$ cat config.mk
export PLATFORM = sky130hd
export DESIGN_NAME = uart_tx_queue
export DESIGN_NICKNAME = d
export VERILOG_FILES = /design/src/rtl/uart_pkg.sv /design/src/rtl/uart_sync_fifo.sv /design/src/rtl/uart_tx_queue.sv
export SDC_FILE = /design/constraint.sdc
export NUM_CORES = 1
export LEC_CHECK = 0
export ABC_AREA = 1
export BUFFER_PORTS_ARGS = -buffer_cell sky130_fd_sc_hd__buf_2
export CAP_MARGIN = 20
export CORE_MARGIN = 8
export CORE_UTILIZATION = 46
export DETAILED_ROUTE_END_ITERATION = 7
export GPL_TIMING_DRIVEN = 0
export HOLD_SLACK_MARGIN = 0.05
export PLACE_DENSITY = 0.75
export SKIP_LAST_GASP = 1
export SLEW_MARGIN = 20
export SYNTH_ARGS = -nofsm -noshare
export SYNTH_HDL_FRONTEND = slang
export SYNTH_HIERARCHICAL = 1
export SYNTH_SLANG_ARGS = --single-unit
$ cat constraint.sdc
create_clock -name clk -period 2.4 [get_ports clk]
set_clock_uncertainty 0.05 [all_clocks]
set_input_delay 0.36 -clock clk [delete_from_list [all_inputs] [get_ports clk]]
set_output_delay 0.36 -clock clk [all_outputs]
set_load 0.1 [all_outputs]
$ cat src/rtl/uart_pkg.sv
// Shared types for the UART transmit queue.
package uart_pkg;

  localparam int UART_DATA_W = 8;

  typedef enum logic [1:0] {
    IDLE      = 2'd0,
    START     = 2'd1,
    WAIT_DONE = 2'd2
  } txq_state_e;

endpackage

$ cat src/rtl/uart_sync_fifo.sv
// Synchronous FIFO; pointers wrap naturally since DEPTH is a power of two.
module uart_sync_fifo #(
  parameter int W     = 8,
  parameter int DEPTH = 8,
  parameter int AW    = $clog2(DEPTH),
  parameter int LW    = $clog2(DEPTH) + 1
) (
  input  logic          clk,
  input  logic          rst,
  input  logic          push,
  input  logic [W-1:0]  wdata,
  input  logic          pop,
  output logic [W-1:0]  rdata,
  output logic          full,
  output logic          empty,
  output logic [LW-1:0] level
);

  logic [W-1:0]  mem [DEPTH];
  logic [AW-1:0] wptr;
  logic [AW-1:0] rptr;
  logic          do_push;
  logic          do_pop;

  assign full    = (level == LW'(DEPTH));
  assign empty   = (level == '0);
  assign do_push = push && !full;
  assign do_pop  = pop && !empty;
  assign rdata   = mem[rptr];

  always_ff @(posedge clk) begin
    if (do_push) begin
      mem[wptr] <= wdata;
    end
  end

  always_ff @(posedge clk) begin
    if (rst) begin
      wptr  <= '0;
      rptr  <= '0;
      level <= '0;
    end else begin
      if (do_push) begin
        wptr <= wptr + AW'(1);
      end
      if (do_pop) begin
        rptr <= rptr + AW'(1);
      end
      if (do_push && !do_pop) begin
        level <= level + LW'(1);
      end else if (do_pop && !do_push) begin
        level <= level - LW'(1);
      end
    end
  end

endmodule

$ cat src/rtl/uart_tx_queue.sv
// Byte queue feeding a UART transmitter with a start/done handshake.
// Define UART_TXQ_STATS_EN to add the tx_count completion counter.
module uart_tx_queue
  import uart_pkg::*;
#(
  parameter int DEPTH = 8,
  parameter int LW    = $clog2(DEPTH) + 1
) (
  input  logic                   clk,
  input  logic                   rst,
  input  logic [UART_DATA_W-1:0] in_data,
  input  logic                   in_valid,
  output logic                   in_ready,
  output logic [UART_DATA_W-1:0] tx_data_in,
  output logic                   start,
  input  logic                   tx_active,
  input  logic                   done_tx,
  output logic [LW-1:0]          level,
  output logic                   empty,
  output logic                   busy
`ifdef UART_TXQ_STATS_EN
  ,
  output logic [15:0]            tx_count
`endif
);

  txq_state_e             state;
  txq_state_e             state_nx;
  logic                   full;
  logic [UART_DATA_W-1:0] head;
  logic                   push;
  logic                   pop;
  logic                   bypass;

  assign in_ready = !full;
  assign push     = in_valid && in_ready && !bypass;
  assign start    = (state == START);
  assign busy     = (state != IDLE);

  uart_sync_fifo #(
    .W     (UART_DATA_W),
    .DEPTH (DEPTH)
  ) u_fifo (
    .clk   (clk),
    .rst   (rst),
    .push  (push),
    .wdata (in_data),
    .pop   (pop),
    .rdata (head),
    .full  (full),
    .empty (empty),
    .level (level)
  );

  // An empty idle queue hands the byte straight to the transmitter,
  // so start follows the accepting edge by one clock.
  always_comb begin
    state_nx = state;
    pop      = 1'b0;
    bypass   = 1'b0;
    unique case (state)
      IDLE: begin
        if (!tx_active) begin
          if (!empty) begin
            pop      = 1'b1;
            state_nx = START;
          end else if (in_valid) begin
            bypass   = 1'b1;
            state_nx = START;
          end
        end
      end
      START:     state_nx = WAIT_DONE;
      WAIT_DONE: if (done_tx) state_nx = IDLE;
      default:   state_nx = IDLE;
    endcase
  end

  always_ff @(posedge clk) begin
    if (rst) begin
      state      <= IDLE;
      tx_data_in <= '0;
    end else begin
      state <= state_nx;
      if (pop) begin
        tx_data_in <= head;
      end else if (bypass) begin
        tx_data_in <= in_data;
      end
    end
  end

`ifdef UART_TXQ_STATS_EN
  always_ff @(posedge clk) begin
    if (rst) begin
      tx_count <= '0;
    end else if (state == WAIT_DONE && done_tx) begin
      tx_count <= tx_count + 16'd1;
    end
  end
`endif

endmodule

## After elaboration in Yosys (flattened, before gate mapping)

Memories as Yosys holds them, arrays and structs flattened. A register that Yosys moved wholly into a read port is not among the register bits.
Index checks and enable logic that the tools add are counted.
Widths: inputs -> output; s select.

| operators by class | value |
|---|---|
| $add $sub $neg | 4 |
| multipliers | 0 |
| divide/modulo/power cells | 0 |
| $lt $le $gt $ge | 0 |
| equality and inequality tests | 6 |
| shift operators | 0 |
| multiplexer cells | 20 |
| bitwise gates (word level) | 0 |
| reduce and logical (&&, ||, !) cells | 17 |

Operators by type and width:

| operator | count |
|---|---|
| $mux 8 | 2 |
| $mux 1 | 9 |
| $mux 2 | 4 |
| $mux 4 | 2 |
| $add 3x1->3 const B | 2 |
| $logic_and 1x1->1 | 6 |
| $mux 3 | 2 |
| $pmux 2 s3 | 1 |
| $reduce_bool 2->1 | 3 |
| $logic_not 1->1 | 5 |
| $add 4x1->4 const B | 1 |
| $eq 4x4->1 const B | 1 |
| $logic_not 4->1 | 1 |
| $ne 2x2->1 const B | 2 |
| $sub 4x1->4 const B | 1 |
| $ne 3x3->1 const B | 1 |
| $reduce_and 3->1 | 1 |
| $eq 2x1->1 const B | 1 |
| $eq 2x2->1 const B | 1 |
| $logic_not 2->1 | 1 |

| word-level totals | value |
|---|---|
| flip-flop bits (word level) | 20 |
| bits in latches | 0 |
| RAM bits | 64 |
| bits in read-only memories | 0 |
| word-level logic and storage cells | 53 |
| memories kept | 1 |

Memory list:

| name | depth | width | read ports | clocked after memory_dff | write ports | RTL line | RTL |
|---|---|---|---|---|---|---|---|
| u_fifo.mem | 8 | 8 | 1 | 1 | 1 | uart_sync_fifo.sv:19 | `logic [W-1:0] mem [DEPTH];` |

## Longest topological paths before layout

Gate-level depths: netlist (run 1).

| logic depth | value |
|---|---|
| depth after elaboration | 11 |
| mapped depth | 18 |
| mapped depth without buffers | 18 |

## Hierarchy

Netlist (run 1), hierarchy kept.

By module, submodules not included:

| module | times used | cells an instance | area each (um^2) |
|---|---|---|---|
| uart_sync_fifo | 1 | 312 | 3310.7 |
| uart_tx_queue | 1 | 106 | 615.6 |

## Least setup slack after synthesis (run 1)

Ideal clock, no wire load.

| timing path | value |
|---|---|
| path type | reg2reg |
| start point | register u_fifo.level[2] |
| end point | register u_fifo.level[3] |
| arrival | 3.517 ns |
| path slack | -1.276 ns |
| cell stages (with the launch flop) | 17 |
| cell sequence | dfxtp_1 > inv_1 > nand3_2 > inv_1 > inv_1 > o211ai_1 > inv_1 > nand2_2 > inv_2 > ha_1 > inv_1 > ha_1 > or2_2 > nand3_1 > nand3_1 > nand2_1 > inv_1 |

| on the way | value |
|---|---|
| elaborated cells on any way between the ends | 24 |
| classes of those cells | add/sub (2); eq/ne (1); mux (8); reduce/logical (13) |

RTL lines:

| item | RTL line | RTL |
|---|---|---|
| start: declaration | uart_sync_fifo.sv:16 | `output logic [LW-1:0] level` |
| start signal: assignment | uart_sync_fifo.sv:50 | `level <= level + LW'(1);` |
| start signal: assignment | uart_sync_fifo.sv:52 | `level <= level - LW'(1);` |
| $eq 4x4->1 (*) | uart_sync_fifo.sv:25 | `assign full = (level == LW'(DEPTH));` |
| via full | uart_tx_queue.sv:29 | `logic full;` |
| $logic_not 1->1 (*) | uart_tx_queue.sv:35 | `assign in_ready = !full;` |
| via in_ready | uart_tx_queue.sv:13 | `output logic in_ready,` |
| $logic_and 1x1->1 (*) (2 in series) | uart_tx_queue.sv:36 | `assign push = in_valid && in_ready && !bypass;` |
| via push | uart_tx_queue.sv:31 | `logic push;` |
| $logic_and 1x1->1 (*) | uart_sync_fifo.sv:27 | `assign do_push = push && !full;` |
| via u_fifo.do_push | uart_sync_fifo.sv:22 | `logic do_push;` |
| $logic_not 1->1 | uart_sync_fifo.sv:51 | `end else if (do_pop && !do_push) begin` |
| $logic_and 1x1->1 | uart_sync_fifo.sv:51 |  |
| $reduce_bool 2->1 (no source line) | - |  |

The timed path passes the listed nets; every way through them passes the cells marked *. The select of a mux whose other input is x is not followed.
A chain may end at the register's enable or synchronous reset.

## Worst setup path in the final report (run 1)

| timing path | value |
|---|---|
| start point | register u_fifo.level[0] |
| end point | register u_fifo.level[3] |

| on the way | value |
|---|---|
| cells in the longest elaborated chain, start to end | 10 |
| elaborated cells on any way between the ends | 24 |
| classes of those cells | add/sub (2); eq/ne (1); mux (8); reduce/logical (13) |

Ends and longest elaborated chain:

| item | RTL line | RTL |
|---|---|---|
| $logic_not 4->1 | uart_sync_fifo.sv:26 | `assign empty = (level == '0);` |
| $mux 1 | uart_tx_queue.sv:64 | `if (!empty) begin` |
| $mux 1 | uart_tx_queue.sv:63 | `if (!tx_active) begin` |
| $mux 1 | uart_tx_queue.sv:61 | `unique case (state)` |
| $logic_not 1->1 | uart_tx_queue.sv:36 |  |
| $logic_and 1x1->1 (*) | uart_tx_queue.sv:36 |  |
| via push | uart_tx_queue.sv:31 |  |
| $logic_and 1x1->1 (*) | uart_sync_fifo.sv:27 |  |
| via u_fifo.do_push | uart_sync_fifo.sv:22 |  |
| $logic_not 1->1 | uart_sync_fifo.sv:51 |  |
| $logic_and 1x1->1 | uart_sync_fifo.sv:51 |  |
| $reduce_bool 2->1 (no source line) | - |  |

Marks and branches as above.

==> reports/qor.yml, run 1 <==
detailed_routing:
  dr.pass1.iters: 4
  drtIter0Drc: 167
  avgRoutedWirePerCell_um: 14.1
  ant_nets: 0
  viasPerCell: 4.90
  drc: 0
  num_vias: 2800
  wirelength_um: 8080
timing:
  hold_viol: 0
  slew_violations: 0
  finalSetupViolCount: 0
  rsz0062_at_grt: "no"
  min_period_over_period: 0.945
  worst_pin_slew_ps: 496
  setup_tns_ps: 0
  max_clock_freq_mhz: 441
  worst_slew_margin_rel: 0.671
  min_period_ps: 2270
  hold_slack_ps: 244
synthesis:
  ys_async_sr_fraction: 0
  yosysSeqAreaShare: 0.607
  synth-edff-count: 64
  ys_seq_elements: 87
  yosys_warnings: 6
  synth_top_area_frac: 0.489
  ys_types: 24
  synth.cell_area_mm2: 0.00393
  syn_nets: 437
  synthCells: 418
  synth-main-ff-cell: "edfxtp_1"
  syn_area_per_cell_um2: 9.39
  synth_area_leader_cell: "edfxtp_1"
  synthTopCellsByArea: "edfxtp_1, dfxtp_1, nor2_1"
min_path:
  hp-class: "input port to flop"
setup_path:
  crit_path_start_kind: "flop"
  path_max_fanout: 4
  slowest_stage: "dfxtp_4"
  crit_buf_inv: 6
  cp_data_required_time_ps: 2650
  critical-path-max-stage-delay_ps: 370
  crit_family: "simple AND/OR/NAND/NOR gates"
  cp-end-kind: "flop"
  path_cells: "nor2_4, nand3_4, clkinvlp_4, inv_1, o211ai_1, inv_1, nand2_2, inv_2, ha_4, inv_4, ha_4, or2_4, nand2_2, nand2_2, nand3_2, nand2_1, inv_1"
  crit_type: "flop to flop"
  crit_arrival_ps: 2510
finish:
  utilization: 0.558
  syn2layout_area_growth_pct: 17.3
  drive_gt1_frac: 0.223
  multiInputGateArea_mm2: 0.00133
  antenna_cells: 0
  fill_cells: 739
  ff_latch_area_mm2: 0.00240
  nets: 481
placement:
  io_buffers: 28
  dpl.hpwl_um: 5840
  place_congestion: 0.781
clock_network:
  clkSlewWorstSetupHoldPaths_ps: 90
  hold_buffers: 0
  cts_sinks: 87
  cts_buffers: 9
  cts_tree: "yes"
  h-tree-depth: 3
  cts-root-buf: "clkbuf_8"
  cts_buffer_depth: 2
  clk_latency_ps: 360
run:
  max-cap-violations: 0
power:
  irDropWorstVdd_mv: 1.05
  p_per_area_mw_per_mm2: 1210
  leakage_uw: 0.00195
floorplan:
  core_mm2: 0.00826
  num_rows: 33
  die_h_um: 108
  die_area_mm2: 0.0117
  initial_core_util: 0.475
  io_pins: 29
  dieWidth_um: 108
status:
  status: "finished, final reports clean"
global_routing:
  grt_max_degree: 16
  grt_pass1_vias: 2891
  antenna_found_initial: 0
  grt_pass1_wl_um: 13700
  grt.total_usage: 0.147
  grt_overflow: 0
==> where the power goes <==
group          total [uW]  internal (uW)  switching [uW]
logic                2420            731            1690
clock network        1220            699             526
registers            1920           1810             106
total                5560           3240            2320
==> metal layers <==
layer / track usage / wire length [um] / up-vias
li1: - / - / 1423
met1: 0.176 / 3460 / 1308
met2: 0.261 / 4170 / 59
met3: 0.0268 / 347 / 10
met4: 0.0499 / 95 / 0
met5: 0 / 0 / -
==> placed cells by master, fill, tap and decap left out, types with 8 or more instances in the layout <==
master / netlist / final
buf_2: 0 / 28
nor2_4: 3 / 8
inv_1: 42 / 35
nor2_1: 108 / 100
o21ai_1: 30 / 32
edfxtp_1: 64 / 64
dfxtp_1: 23 / 19
nand2_1: 89 / 87
buf_6: 10 / 10
clkbuf_8: 0 / 9
==> synthesized netlist by cell type (4+ instances only) <==
master and count:
nor2_1 108, nand2_1 89, edfxtp_1 64, inv_1 42
o21ai_1 30, dfxtp_1 23, buf_6 10, nand3_1 7
o21ai_0 7, a21oi_1 5, ha_1 5, nand2_2 5
nand3_2 4
==> area by class of cell <==
class,count,area share
flip-flops and latches,87,0.521
multi-input cells,273,0.290
plain buffers,12,0.0277
inverters,46,0.0418
well taps,105,0.0285
clock buffers,10,0.0277
clock inverters,6,0.0253
repair buffers,33,0.0386
==> metrics by stage <==
stage          area, um2  setup WS (ps)  std cells  total power [uW]
6_report            4600            132        572              5560
3_5_place_dp        4310           64.5        551              4290
5_1_grt             4600           12.7        572              5920
2_1_floorplan       4040           -360        418              3840
3_3_place_gp        4310            153        551              4220
4_1_cts             4560           36.7        567              5520
==> state kept, by name, indices dropped and copies added (netlist names), named ones only <==
register / flops
tx_data_in: 8
u_fifo/level: 4
state: 2
u_fifo/wptr: 3
u_fifo/mem: 64
u_fifo/rptr: 3
==> cell families after synthesis <==
group,Yosys count,share of synthesized area
fa+ha+maj,6,0.0210
simple gates,220,0.230
compound gates,44,0.0574
xor+xnor,3,0.00669
flops,87,0.607
buf+inv,58,0.0778
==> path summary, 6_finish.rpt <==
kind                                 startpoint                to  slack [ps]  depth (start not counted)
worst max-delay path            u_fifo/level[0]   u_fifo/level[3]         130                         17
worst min-delay path                 in_data[4]  u_fifo/mem[3][4]         240                          1
worst min register to register   u_fifo/rptr[2]    u_fifo/rptr[2]         450                          2
worst max register to register  u_fifo/level[0]   u_fifo/level[3]         130                         17
==> what timing repair did <==
item | CTS | global route
setup buffers | 0 | 5
setup endpoints to repair | 0 | 3
gates resized for setup | 0 | 3
Note: power is estimated with default switching activity, not from simulation.
==> inputs of run 2 (changes only) <==
--- a/config.mk
+++ b/config.mk
@@ -13,7 +13,7 @@
 export DETAILED_ROUTE_END_ITERATION = 7
 export GPL_TIMING_DRIVEN = 0
 export HOLD_SLACK_MARGIN = 0.05
-export PLACE_DENSITY = 0.75
+export PLACE_DENSITY = 0.73
 export SKIP_LAST_GASP = 1
 export SLEW_MARGIN = 20
 export SYNTH_ARGS = -nofsm -noshare
==> constraint.sdc (replaced) <==
create_clock -name clk -period 2.1 [get_ports clk]
set_clock_uncertainty 0.05 [all_clocks]
set_input_delay 0.315 -clock clk [delete_from_list [all_inputs] [get_ports clk]]
set_output_delay 0.315 -clock clk [all_outputs]
set_load 0.1 [all_outputs]
==> run 2 against run 1 <==
Effect of this change: the run now ends with setup timing left; first-iteration DRC count rose by 17%; worst setup slack worse by 260 ps; clock power fell by 15%; die area unchanged; critical path type unchanged; utilization shrank 0.30 points; global-route usage increased by 0.21 points.
==> reports/qor.yml, run 2 (synthesis gave the netlist of run 1 again) <==
status:
  status: "complete, but fails checks"
  violations: "setup timing"
timing:
  hold_slack_ps: 193
  hold_viol: 0
  min_period_over_period: 1.06
  worst_pin_slew_ps: 497
  finalSetupViolCount: 3
  max_clock_freq_mhz: 449
  rsz0062_at_grt: "yes"
  worst_slew_margin_rel: 0.671
  slew_violations: 0
  layout_setup_ws_ps: -127
  min_period_ps: 2230
run:
  max-cap-violations: 0
detailed_routing:
  num_vias: 2814
  dr.pass1.iters: 4
  ant_nets: 0
  viasPerCell: 4.89
  avgRoutedWirePerCell_um: 14.3
  wirelength_um: 8200
  drc: 0
  drtIter0Drc: 196
setup_path:
  critPathCapture: "u_fifo/level[3]"
  startpoint: "u_fifo/level[1]"
  crit_path_start_kind: "flop"
  reg2reg_setup_slack_ps: -130
  rr_worst_depth: 16
  rr_startpoint: "u_fifo/level[1]"
  r2r_end: "u_fifo/level[3]"
  critical-path-max-stage-delay_ps: 360
  crit_type: "flop to flop"
  cp-end-kind: "flop"
  path_cells: "nor2_4, nand3_4, clkinvlp_4, inv_2, o211ai_1, inv_1, nand2_2, inv_2, ha_4, inv_4, ha_4, or2_4, nand3_2, nand3_2, nand2_1, inv_1"
  cp_data_required_time_ps: 2300
  path_max_fanout: 4
  crit_arrival_ps: 2420
  slowest_stage: "dfxtp_4"
placement:
  postPlaceCellArea_mm2: 0.00433
  dpl.hpwl_um: 5960
  place_ws_ps: -205
  dpl.cell_count: 551
  place_congestion: 0.801
  io_buffers: 28
global_routing:
  grt.total_usage: 0.150
  grt_overflow: 0
  grt_max_degree: 16
  grt.met3_usage: 0.0387
  grt_pass1_vias: 2908
  grt_pass1_wl_um: 13600
  antenna_found_initial: 0
  grtUsageMet2: 0.256
  use_met1: 0.179
  busiest_layer: "met2"
clock_network:
  h-tree-depth: 3
  cts-root-buf: "clkbuf_8"
  clkSlewWorstSetupHoldPaths_ps: 90
  cts_buffer_depth: 2
  cts_sinks: 87
  clk_latency_ps: 350
  hold_buffers: 0
  cts_buffers: 9
  cts_tree: "yes"
min_path:
  worstHoldStart: "rst"
  hp-class: "input port to flop"
  hold_path_depth: 2
finish:
  syn2layout_area_growth_pct: 16.6
  largest_reg_flops: 64
  top_register: "u_fifo/mem"
  fin_cells: 575
  nets: 484
  fill_cells: 731
  final_common_cell: "nor2_1"
  antenna_cells: 0
  drive_gt1_frac: 0.228
  reg_top3: "u_fifo/mem (64), tx_data_in (8), u_fifo/level (4)"
  final_cell_mix: "nor2_1, nand2_1, edfxtp_1, inv_1, o21ai_1"
  fin_area_mm2: 0.00458
power:
  irDropWorstVdd_mv: 1.27
  leakage_uw: 0.00193
  p_per_area_mw_per_mm2: 1320
floorplan:
  dieWidth_um: 108
  num_rows: 33
  die_area_mm2: 0.0117
  initial_core_util: 0.475
  die_h_um: 108
  io_pins: 29
  core_mm2: 0.00826
[run 2: cell types whose count changed in the layout (fill, tap and decap cells not counted), moves of 2 or more]
cell,delta
nor2_2,-4
nor2_4,+4
buf_4,+3
bufinv_16,-3
clkinvlp_4,+2
nand2_2,-2
[run 2: how the worst min path moves through the flow]
stage	to	slack [ps]
after detailed placement	tx_data_in[5]	460
after global placement	u_fifo/rptr[2]	430
after global routing	u_fifo/mem[5][1]	200
after floorplan	u_fifo/level[0]	330
final	u_fifo/level[0]	190
after CTS	u_fifo/level[0]	180
[run 2: repair_timing]
item | 4_1_cts | 5_1_grt
cloned | 0 | 0
pin swaps | 4 | 8
resized for setup | 2 | 2
setup endpoints to repair | 3 | 3
setup buffers | 7 | 1
[run 2: cell type report]
class | instances | area, um2 | area share
sequential | 87 | 2400 | 0.523
multi-input combinational | 273 | 1360 | 0.296
clock buffer | 10 | 128 | 0.0279
inverter | 46 | 193 | 0.0421
timing repair buffer | 36 | 200 | 0.0437
buffer | 12 | 128 | 0.0279
clock inverter | 6 | 46.3 | 0.0101
tap | 105 | 131 | 0.0287
[run 2: metal layers]
metal	up-vias	wire [um]	share of wire
li1	1431	-	-
met1	1317	3530	0.43
met2	61	4160	0.51
met3	5	454	0.055
met4	0	53	0.0065
met5	-	0	0
[run 2: critical path: cells and delay by family, from the launching register on]
kind                       cells  cell delay (ps)
buffers and inverters          6              410
and+or+nand+nor                7              770
DFF                            1              360
adders and majority gates      2              360
AOI/OAI and AO/OA              1              160
[run 2: stage by stage]
step / setup TNS [ps] / power (uW) / utilization
after floorplan: -20790 / 4400 / -
after global placement: -326 / 4850 / 0.525
after detailed placement: -430 / 4920 / 0.525
after CTS: -96.3 / 6050 / 0.553
after global routing: -1780 / 6450 / 0.555
final: -139 / 6030 / 0.555
[run 2: power by group]
group / total [uW] / internal [uW] / leakage [uW] / switching, uW
Sequential: 2180 / 2070 / 0.000771 / 111
Combinational: 2810 / 860 / 0.00107 / 1960
Clock: 1040 / 436 / 0.0000829 / 602
